<file path="config.mk">
export PLATFORM = sky130hd
export DESIGN_NAME = pfd_sampled
export DESIGN_NICKNAME = d
export VERILOG_FILES = /design/src/rtl/cdr_pkg.sv /design/src/rtl/pfd_edge_sync.sv /design/src/rtl/pfd_sampled.sv
export SDC_FILE = /design/constraint.sdc
export NUM_CORES = 1
export LEC_CHECK = 0
export CAP_MARGIN = 20
export CELL_PAD_IN_SITES_DETAIL_PLACEMENT = 1
export CELL_PAD_IN_SITES_GLOBAL_PLACEMENT = 1
export CORE_AREA = 2 2 39 41
export CTS_CLUSTER_DIAMETER = 30
export CTS_CLUSTER_SIZE = 8
export DETAILED_ROUTE_END_ITERATION = 8
export DIE_AREA = 0 0 41 43
export HOLD_SLACK_MARGIN = 0.05
export PLACE_DENSITY_LB_ADDON = 0.3
export SYNTH_ARGS = -nofsm -noshare
export SYNTH_HDL_FRONTEND = slang
export SYNTH_SLANG_ARGS = --single-unit
</file>
<file path="constraint.sdc">
create_clock -name clk -period 1 [get_ports clk]
set_input_delay 0.1 -clock clk [delete_from_list [all_inputs] [get_ports clk]]
set_output_delay 0.1 -clock clk [all_outputs]
set_load 0.03 [all_outputs]
</file>
<file path="src/rtl/cdr_pkg.sv">
// Shared CDR types: PFD state encoding and one-sided length counter width.
// Latency: n/a (package only).
// Backpressure: n/a.
package cdr_pkg;

   typedef enum logic [1:0] {
      IDLE = 2'd0,
      UP   = 2'd1,
      DN   = 2'd2,
      BOTH = 2'd3
   } pfd_state_t;

   localparam int PFD_LEN_W = 16;

endpackage

</file>
<file path="src/rtl/pfd_edge_sync.sv">
// Synchronises an asynchronous clock-like input into clk and flags its rising edges.
// Latency: rise asserts combinationally SYNC_STAGES clk edges after d is first sampled high.
// Backpressure: none; every synchronised 0->1 transition produces a one-cycle rise.
//
// Ports:
//   clk   - sampling clock
//   rst_n - asynchronous active-low reset, clears synchroniser and delay flops
//   d     - asynchronous input
//   rise  - one-cycle pulse on a synchronised rising edge of d
module pfd_edge_sync #(
   parameter int SYNC_STAGES = 2
) (
   input  logic clk,
   input  logic rst_n,
   input  logic d,
   output logic rise
);

   logic [SYNC_STAGES-1:0] r_sync;
   logic                   r_dly;

   always_ff @(posedge clk or negedge rst_n) begin
      if (!rst_n) begin
         r_sync <= '0;
         r_dly  <= 1'b0;
      end else begin
         r_sync <= {r_sync[SYNC_STAGES-2:0], d};
         r_dly  <= r_sync[SYNC_STAGES-1];
      end
   end

   assign rise = r_sync[SYNC_STAGES-1] & ~r_dly;

endmodule

</file>
<file path="src/rtl/pfd_sampled.sv">
// Oversampled tri-state phase-frequency detector driving charge-pump up/down enables.
// Latency: up/down rise SYNC_STAGES+1 clk edges after the input is first sampled high.
// Backpressure: none; edges arriving while the FSM cannot use them are dropped.
//
// Ports:
//   clk    - sampling clock (>= 8x reference)
//   rst_n  - asynchronous active-low reset
//   ref_in - reference clock, asynchronous to clk
//   fb_in  - feedback (divided VCO) clock, asynchronous to clk
//   up     - charge-pump source enable, registered
//   down   - charge-pump sink enable, registered
//   locked - lock indication, registered; only present when PFD_LOCK_DET_EN is defined
//
// Build option: define PFD_LOCK_DET_EN to add the lock detector and the locked port.
module pfd_sampled
   import cdr_pkg::*;
#(
   parameter int SYNC_STAGES = 2,
   parameter int MIN_PULSE   = 2,
   parameter int LOCK_WIN    = 1,
   parameter int LOCK_CNT    = 16
) (
   input  logic clk,
   input  logic rst_n,
   input  logic ref_in,
   input  logic fb_in,
   output logic up,
   output logic down
`ifdef PFD_LOCK_DET_EN
   ,
   output logic locked
`endif
);

   localparam int BOTH_W = (MIN_PULSE > 1) ? $clog2(MIN_PULSE) : 1;

   logic              w_ref_rise;
   logic              w_fb_rise;
   pfd_state_t        r_state;
   pfd_state_t        w_state_nxt;
   logic [BOTH_W-1:0] r_both_cnt;
   logic              w_both_exit;

   pfd_edge_sync #(.SYNC_STAGES(SYNC_STAGES)) u_ref_sync (
      .clk   (clk),
      .rst_n (rst_n),
      .d     (ref_in),
      .rise  (w_ref_rise)
   );

   pfd_edge_sync #(.SYNC_STAGES(SYNC_STAGES)) u_fb_sync (
      .clk   (clk),
      .rst_n (rst_n),
      .d     (fb_in),
      .rise  (w_fb_rise)
   );

   assign w_both_exit = (r_state == BOTH) && (r_both_cnt == '0);

   // Same-side edges are ignored in UP/DN so a frequency error saturates the
   // pump in one direction; everything is ignored while in BOTH.
   always_comb begin
      w_state_nxt = r_state;
      case (r_state)
         IDLE: begin
            if (w_ref_rise && w_fb_rise) w_state_nxt = BOTH;
            else if (w_ref_rise)         w_state_nxt = UP;
            else if (w_fb_rise)          w_state_nxt = DN;
         end
         UP:      if (w_fb_rise)  w_state_nxt = BOTH;
         DN:      if (w_ref_rise) w_state_nxt = BOTH;
         BOTH:    if (w_both_exit) w_state_nxt = IDLE;
         default: w_state_nxt = IDLE;
      endcase
   end

   // Outputs decode the next state so they change on the same edge as the state.
   always_ff @(posedge clk or negedge rst_n) begin
      if (!rst_n) begin
         r_state    <= IDLE;
         r_both_cnt <= '0;
         up         <= 1'b0;
         down       <= 1'b0;
      end else begin
         r_state <= w_state_nxt;
         up      <= (w_state_nxt == UP) || (w_state_nxt == BOTH);
         down    <= (w_state_nxt == DN) || (w_state_nxt == BOTH);
         if ((w_state_nxt == BOTH) && (r_state != BOTH))
            r_both_cnt <= BOTH_W'(MIN_PULSE - 1);
         else if ((r_state == BOTH) && (r_both_cnt != '0))
            r_both_cnt <= r_both_cnt - BOTH_W'(1);
      end
   end

`ifdef PFD_LOCK_DET_EN
   localparam int LOCK_W = $clog2(LOCK_CNT + 1);

   logic [PFD_LEN_W-1:0] r_len;
   logic [LOCK_W-1:0]    r_lock_cnt;

   always_ff @(posedge clk or negedge rst_n) begin
      if (!rst_n) begin
         r_len      <= '0;
         r_lock_cnt <= '0;
         locked     <= 1'b0;
      end else begin
         // Any exit from IDLE starts a new comparison; a direct IDLE->BOTH
         // entry therefore leaves a length of 0.
         if ((r_state == IDLE) && (w_state_nxt != IDLE))
            r_len <= '0;
         else if (((r_state == UP) || (r_state == DN)) && (r_len != '1))
            r_len <= r_len + PFD_LEN_W'(1);

         if (w_both_exit) begin
            if (r_len <= PFD_LEN_W'(LOCK_WIN)) begin
               if (r_lock_cnt != LOCK_W'(LOCK_CNT))
                  r_lock_cnt <= r_lock_cnt + LOCK_W'(1);
            end else begin
               r_lock_cnt <= '0;
            end
         end

         locked <= (r_lock_cnt == LOCK_W'(LOCK_CNT));
      end
   end
`endif

endmodule

</file>
* Word level (Yosys, flattened, before mapping)
Index checks and enable logic that the tools add are counted.
** Storage, ports and cells
- Register bits after elaboration :: 11
- Logic and storage cells :: 38
- Memories kept :: 0
- Input bits :: 4
- Bits in read-only memories :: 0
- Bits in latches :: 0
- Bits in writable memories :: 0
- Output and inout bits :: 2
** Cells by class
- Divide/modulo/power cells :: 0
- Multiply operators :: 0
- Shift-type cells :: 0
- Magnitude comparators :: 0
- Equal/unequal tests :: 7
- Bitwise operators :: 5
- Reductions and logical operators :: 8
- $add $sub $neg :: 1
- Muxes and demuxes :: 9
** Operator list (number)
- 2-to-1 mux 2 bit :: 6
- equality test 2 bit, second input constant :: 4
- one-hot mux 2 bit (4 select lines) :: 1
- equality test 2 x 1 -> 1 bit, second input constant :: 2
- logical AND 1 bit :: 4
- NOT 1 bit :: 3
- bitwise AND 1 bit :: 2
- logical NOT 2 bit :: 1
- logical OR 1 bit :: 2
- 2-to-1 mux 1 bit :: 2
- inequality test 2 bit, second input constant :: 1
- nonzero test 2 bit :: 1
- subtractor 1 bit, second input constant :: 1

* Longest topological paths before layout
- Depth after elaboration :: 9
- Mapped depth :: 3
- Mapped depth without buffers :: 3

* Hierarchy
Synthesis repeated with hierarchy kept, for this count alone.
** Unflattened totals
- Cells, all modules :: 21
- Area, all modules :: 322.8 µm²
** By module, submodules not included
- pfd_edge_sync :: cells an instance 4, times used 2, sequential area each 75.1 µm², area an instance 88.8 µm²
- pfd_sampled :: cells an instance 13, times used 1, sequential area each 100.1 µm², area an instance 145.1 µm²

* Worst setup path before layout
No wires, ideal clock.
- Path type :: register to register
- Start point :: reg, netlist name up
- End point :: reg down
- Required time :: 877 ps
- Library setup time :: 123 ps
- Setup slack :: 42 ps
- Stages on the path, launching flop included :: 4
- Buffers on the path :: 0
- Arrival time :: 835 ps
- Clock period less this slack :: 958 ps
- Cell sequence :: dfrtp_1 nand2_1 nor2_1 nor2_1
** RTL lines
- end signal: assignment :: line pfd_sampled.sv:87 : down <= (w_state_nxt == DN) || (w_state_nxt == BOTH);
- end: declaration :: line pfd_sampled.sv:28 : output logic down

* Final worst setup path
- Start point :: reg up
- End point :: out up
** RTL lines
- start: declaration :: line pfd_sampled.sv:27 : output logic up,
- start signal: assignment :: line pfd_sampled.sv:86 : up <= (w_state_nxt == UP) || (w_state_nxt == BOTH);
No word-level cell between the ends.

==> impl_results.html <==
<table>
<tr><th>Metric</th><th>Value</th></tr>
<tr><th colspan="2">Worst setup path</th></tr>
<tr><td>Chain of cells forming the critical path</td><td>buf_4</td></tr>
<tr><td>CP delay by family, top</td><td>flip-flops</td></tr>
<tr><td>Setup crit start kind</td><td>register</td></tr>
<tr><td>Biggest cell delay along the critical path</td><td>0.41 ns</td></tr>
<tr><td>Slowest cell on the critical path</td><td>sky130_fd_sc_hd__dfrtp_1</td></tr>
<tr><td>Endpoint required time on the critical path</td><td>around 0.90 ns</td></tr>
<tr><td>Arrival time worst endpoint</td><td>~0.84 ns</td></tr>
<tr><td>Bufs and invs on worst path</td><td>1</td></tr>
<tr><td>First element of the critical path</td><td>up</td></tr>
<tr><td>Maximum fanout along the worst path</td><td>4</td></tr>
<tr><td>Critical path start-end classification</td><td>reg2out</td></tr>
<tr><td>Worst-case reg-to-reg path depth</td><td>3</td></tr>
<tr><td>Critical path capture point</td><td>up</td></tr>
<tr><td>Setup slack of the worst register-to-register path</td><td>0.12 ns</td></tr>
<tr><td>Worst r2r src</td><td>u_ref_sync.r_sync[1]</td></tr>
<tr><td>Crit path capture type</td><td>output pin</td></tr>
<tr><td>Capture instance of the worst register-to-register path</td><td>r_both_cnt</td></tr>
<tr><td>Cell depth of the worst setup path</td><td>1</td></tr>
<tr><th colspan="2">Placement</th></tr>
<tr><td># port buffers</td><td>5</td></tr>
<tr><td>Last weighted congestion value of the routability-driven placer</td><td>between 0.6 and 0.7</td></tr>
<tr><td>Post-DP HPWL</td><td>approximately 360 µm</td></tr>
<tr><th colspan="2">Logic synthesis</th></tr>
<tr><td>Cell taking the most area after synthesis</td><td>sky130_fd_sc_hd__dfrtp_1</td></tr>
<tr><td>Proportion of synthesized chip area in sequential cells</td><td>0.820</td></tr>
<tr><td>Most frequent cell after synthesis</td><td>sky130_fd_sc_hd__dfrtp_1</td></tr>
<tr><td>Synthesized cell area</td><td>~310 µm²</td></tr>
<tr><td>Top cells by count, synth</td><td>10 x sky130_fd_sc_hd__dfrtp_1, 7 x sky130_fd_sc_hd__nor2_1, 2 x sky130_fd_sc_hd__nor2b_1</td></tr>
<tr><td>Net count after synthesis</td><td>26</td></tr>
<tr><td>Largest cells by area after synthesis</td><td>sky130_fd_sc_hd__dfrtp_1 82%, sky130_fd_sc_hd__nor2_1 8.6%, sky130_fd_sc_hd__nor2b_1 4.1%, sky130_fd_sc_hd__o31ai_1 2.5%, sky130_fd_sc_hd__nor3_1 1.6%</td></tr>
<tr><td>Yosys warning total</td><td>0</td></tr>
<tr><td>Average footprint of a synthesized cell</td><td>between 10 and 15 µm²</td></tr>
<tr><td>Area fraction of the dominant cell type after synthesis</td><td>0.820</td></tr>
<tr><td>Synth cell types</td><td>6</td></tr>
<tr><td>Number of synthesized register bits</td><td>10</td></tr>
<tr><td>Number of synthesized flops with an enable pin</td><td>0</td></tr>
<tr><td>Synth Instances</td><td>22</td></tr>
<tr><td>Fraction of registers with async set or reset after synthesis</td><td>1.00</td></tr>
<tr><td>Predominant post-synthesis flop cell</td><td>sky130_fd_sc_hd__dfrtp_1</td></tr>
<tr><th colspan="2">Finish</th></tr>
<tr><td>Final antenna diode count</td><td>0</td></tr>
<tr><td>Fraction of final layout cells with drive strength greater than 1</td><td>0.194</td></tr>
<tr><td>Area growth syn-to-layout</td><td>31.1%</td></tr>
<tr><td>Post-layout net count</td><td>37</td></tr>
<tr><th colspan="2">Job</th></tr>
<tr><td>Max cap viols</td><td>0</td></tr>
<tr><th colspan="2">Timing</th></tr>
<tr><td>Unrepaired setup endpoints after global routing</td><td>no</td></tr>
<tr><td>Fin crit share</td><td>0.940</td></tr>
<tr><td>Number of failing setup endpoints in the final timing report</td><td>0</td></tr>
<tr><td>Hold Fails Final Rpt</td><td>0</td></tr>
<tr><td>Fmax achieved</td><td>1.06 GHz</td></tr>
<tr><td>Measured slew at the worst slew-check pin</td><td>0.215 ns</td></tr>
<tr><td>Worst clock skew on the final layout</td><td>approximately 0.0015 ns</td></tr>
<tr><td>Fin. max-slew vios</td><td>0</td></tr>
<tr><td>Setup TNS</td><td>0 ns</td></tr>
<tr><td>Final worst path period need</td><td>between 0.9 and 1 ns</td></tr>
<tr><td>Max-Slew Margin vs Limit</td><td>0.856</td></tr>
<tr><th colspan="2">Routing</th></tr>
<tr><td>Wire length per cell after detailed routing</td><td>~9.2 µm</td></tr>
<tr><td>DRT Wirelength</td><td>around 430 µm</td></tr>
<tr><td>Number of detailed-routing iterations run before antenna repair</td><td>2</td></tr>
<tr><td>DRT antenna net count</td><td>0</td></tr>
<tr><td>Detailed router's first-iteration violation count</td><td>1</td></tr>
<tr><td>Via count normalized by instance count</td><td>4.02</td></tr>
<tr><td>Post-detailed-route DRC marker count</td><td>0</td></tr>
<tr><td>Total vias in the final route</td><td>~190</td></tr>
<tr><th colspan="2">Clock network</th></tr>
<tr><td>Maximum level of the CTS H-tree</td><td>1</td></tr>
<tr><td>CTS sink cnt</td><td>10</td></tr>
<tr><td>Maximum number of buffers from clock root to sink</td><td>2</td></tr>
<tr><td>Clk Latency, worst-skew pair</td><td>roughly 0.25 ns</td></tr>
<tr><td>Clock Root Buffer</td><td>sky130_fd_sc_hd__clkbuf_4</td></tr>
<tr><td>Total setup buffers inserted after CTS</td><td>0</td></tr>
<tr><td>Clock tree from TritonCTS</td><td>yes</td></tr>
<tr><td>CTS buffer count</td><td>3</td></tr>
<tr><td>Post-cts hold buffer count</td><td>0</td></tr>
<tr><td>Clock edge transition at the registers on the reported setup and hold paths</td><td>0.06 ns</td></tr>
<tr><td>Number of gates resized after cts</td><td>0</td></tr>
<tr><th colspan="2">Power</th></tr>
<tr><td>Fraction of power spent switching nets</td><td>0.321</td></tr>
<tr><td>Internal power contribution</td><td>0.761 mW</td></tr>
<tr><td>Clock network power share</td><td>0.219</td></tr>
<tr><td>Largest vdd supply drop</td><td>0.632 mV</td></tr>
<tr><td>Leakage power summed over all cells</td><td>0.179 nW</td></tr>
<tr><td>Switching power</td><td>0.360 mW</td></tr>
<tr><td>Overall power after layout</td><td>around 1.1 mW</td></tr>
<tr><td>Relative contribution of sequential cells to total power</td><td>0.506</td></tr>
<tr><td>Share of power burned in combinational logic</td><td>0.275</td></tr>
<tr><td>Cell area power density</td><td>approximately 2800 nW/µm²</td></tr>
<tr><th colspan="2">Die</th></tr>
<tr><td>Width of the die</td><td>between 40 and 50 µm</td></tr>
<tr><td>Die Y</td><td>approximately 43 µm</td></tr>
<tr><td>Die area</td><td>approximately 1800 µm²</td></tr>
<tr><td>Number of standard-cell rows in the floorplan</td><td>14</td></tr>
<tr><td>Top-level port count</td><td>6</td></tr>
<tr><td>Core region area</td><td>between 1000 and 1500 µm²</td></tr>
<tr><td>Initial Utilization</td><td>0.221</td></tr>
<tr><th colspan="2">Global route</th></tr>
<tr><td>Vias in the first global route</td><td>roughly 180</td></tr>
<tr><td>Largest net degree at the start of global routing</td><td>11</td></tr>
<tr><td>Total routing usage reported by global routing</td><td>0.0684</td></tr>
<tr><td>Remaining Overflow, GRT</td><td>0</td></tr>
<tr><td>Number of antenna violations at the first check in global routing</td><td>0</td></tr>
<tr><td>First-pass GRT wire length</td><td>approximately 680 µm</td></tr>
<tr><th colspan="2">Status</th></tr>
<tr><td>Outcome</td><td>complete, no violations</td></tr>
<tr><th colspan="2">Hold path</th></tr>
<tr><td>Worst hold-check path type</td><td>in2async</td></tr>
</table>
==> registers in the layout, summed over array words and instances, names as in the netlist <==
register	cells
u_fb_sync.r_sync	2
u_ref_sync.r_sync	2
down	1
r_both_cnt	1
r_state	1
u_fb_sync.r_dly	1
u_ref_sync.r_dly	1
up	1
==> worst min path at each step <==
| stage | startpoint | to | slack [ns] | depth (start not counted) |
|---|---|---|---|---|
| floorplan | rst_n | down | -0.20 | 0 |
| global placement | u_fb_sync.r_sync[0] | u_fb_sync.r_sync[1] | 0.34 | 0 |
| detailed placement | u_fb_sync.r_sync[0] | u_fb_sync.r_sync[1] | 0.34 | 0 |
| CTS | rst_n | u_ref_sync.r_dly | 0.13 | 2 |
| global route | rst_n | u_ref_sync.r_sync[0] | 0.13 | 2 |
| finish | rst_n | u_ref_sync.r_sync[0] | 0.13 | 2 |
==> power by group through the flow <==
| stage | logic [mW] | clock network (mW) | registers [mW] |
|---|---|---|---|
| floorplan | 0.114 | 0 | 0.644 |
| global placement | 0.301 | 0 | 0.566 |
| detailed placement | 0.316 | 0 | 0.578 |
| CTS | 0.316 | 0.264 | 0.571 |
| global route | 0.336 | 0.292 | 0.586 |
| finish | 0.308 | 0.246 | 0.567 |
==> cells in the final DEF, fill, tap and decap left out <==
master,Yosys,layout
sky130_fd_sc_hd__dfrtp_1,10,10
sky130_fd_sc_hd__nor2_1,7,7
sky130_fd_sc_hd__clkbuf_4,0,3
sky130_fd_sc_hd__clkdlybuf4s50_1,0,3
sky130_fd_sc_hd__buf_4,0,3
sky130_fd_sc_hd__nor2b_1,2,2
sky130_fd_sc_hd__nand2_1,1,1
sky130_fd_sc_hd__nor3_1,1,1
sky130_fd_sc_hd__o31ai_1,1,1
==> layer usage <==
layer,global-route usage,share of wire
met1,0.0612,0.34
met2,0.0969,0.58
met5,0,0
met3,0.0314,0.079
met4,0.0800,0
==> stage by stage <==
stage | hold slack, ns | utilization | worst slack, ns | instance area (µm²) | cells
2_1_floorplan | -0.196 | - | 0.0419 | 305 | 22
3_3_place_gp | 0.337 | 0.273 | 0.142 | 378 | 44
3_5_place_dp | 0.339 | 0.273 | 0.115 | 378 | 44
4_1_cts | 0.130 | 0.289 | 0.0475 | 400 | 47
5_1_grt | 0.127 | 0.289 | 0.0128 | 400 | 47
6_report | 0.134 | 0.289 | 0.0601 | 400 | 47
==> layout make-up <==
cell class	count	area [µm²]
Fill cell	157	983
Sequential cell	10	250
Multi-Input combinational cell	12	55.1
Timing Repair Buffer	6	52.6
Clock buffer	3	22.5
Tap cell	16	20.0
==> kinds of logic (layout without fill, tap and decap cells) <==
logic type,count (synthesis),count (layout),share of synthesized area
AND/OR/NAND/NOR,11,11,0.156
flip-flops,10,10,0.820
AO/OA/AOI/OAI,1,1,0.0246
buffers and inverters,0,9,0
Power figures use the tool's default switching activity.
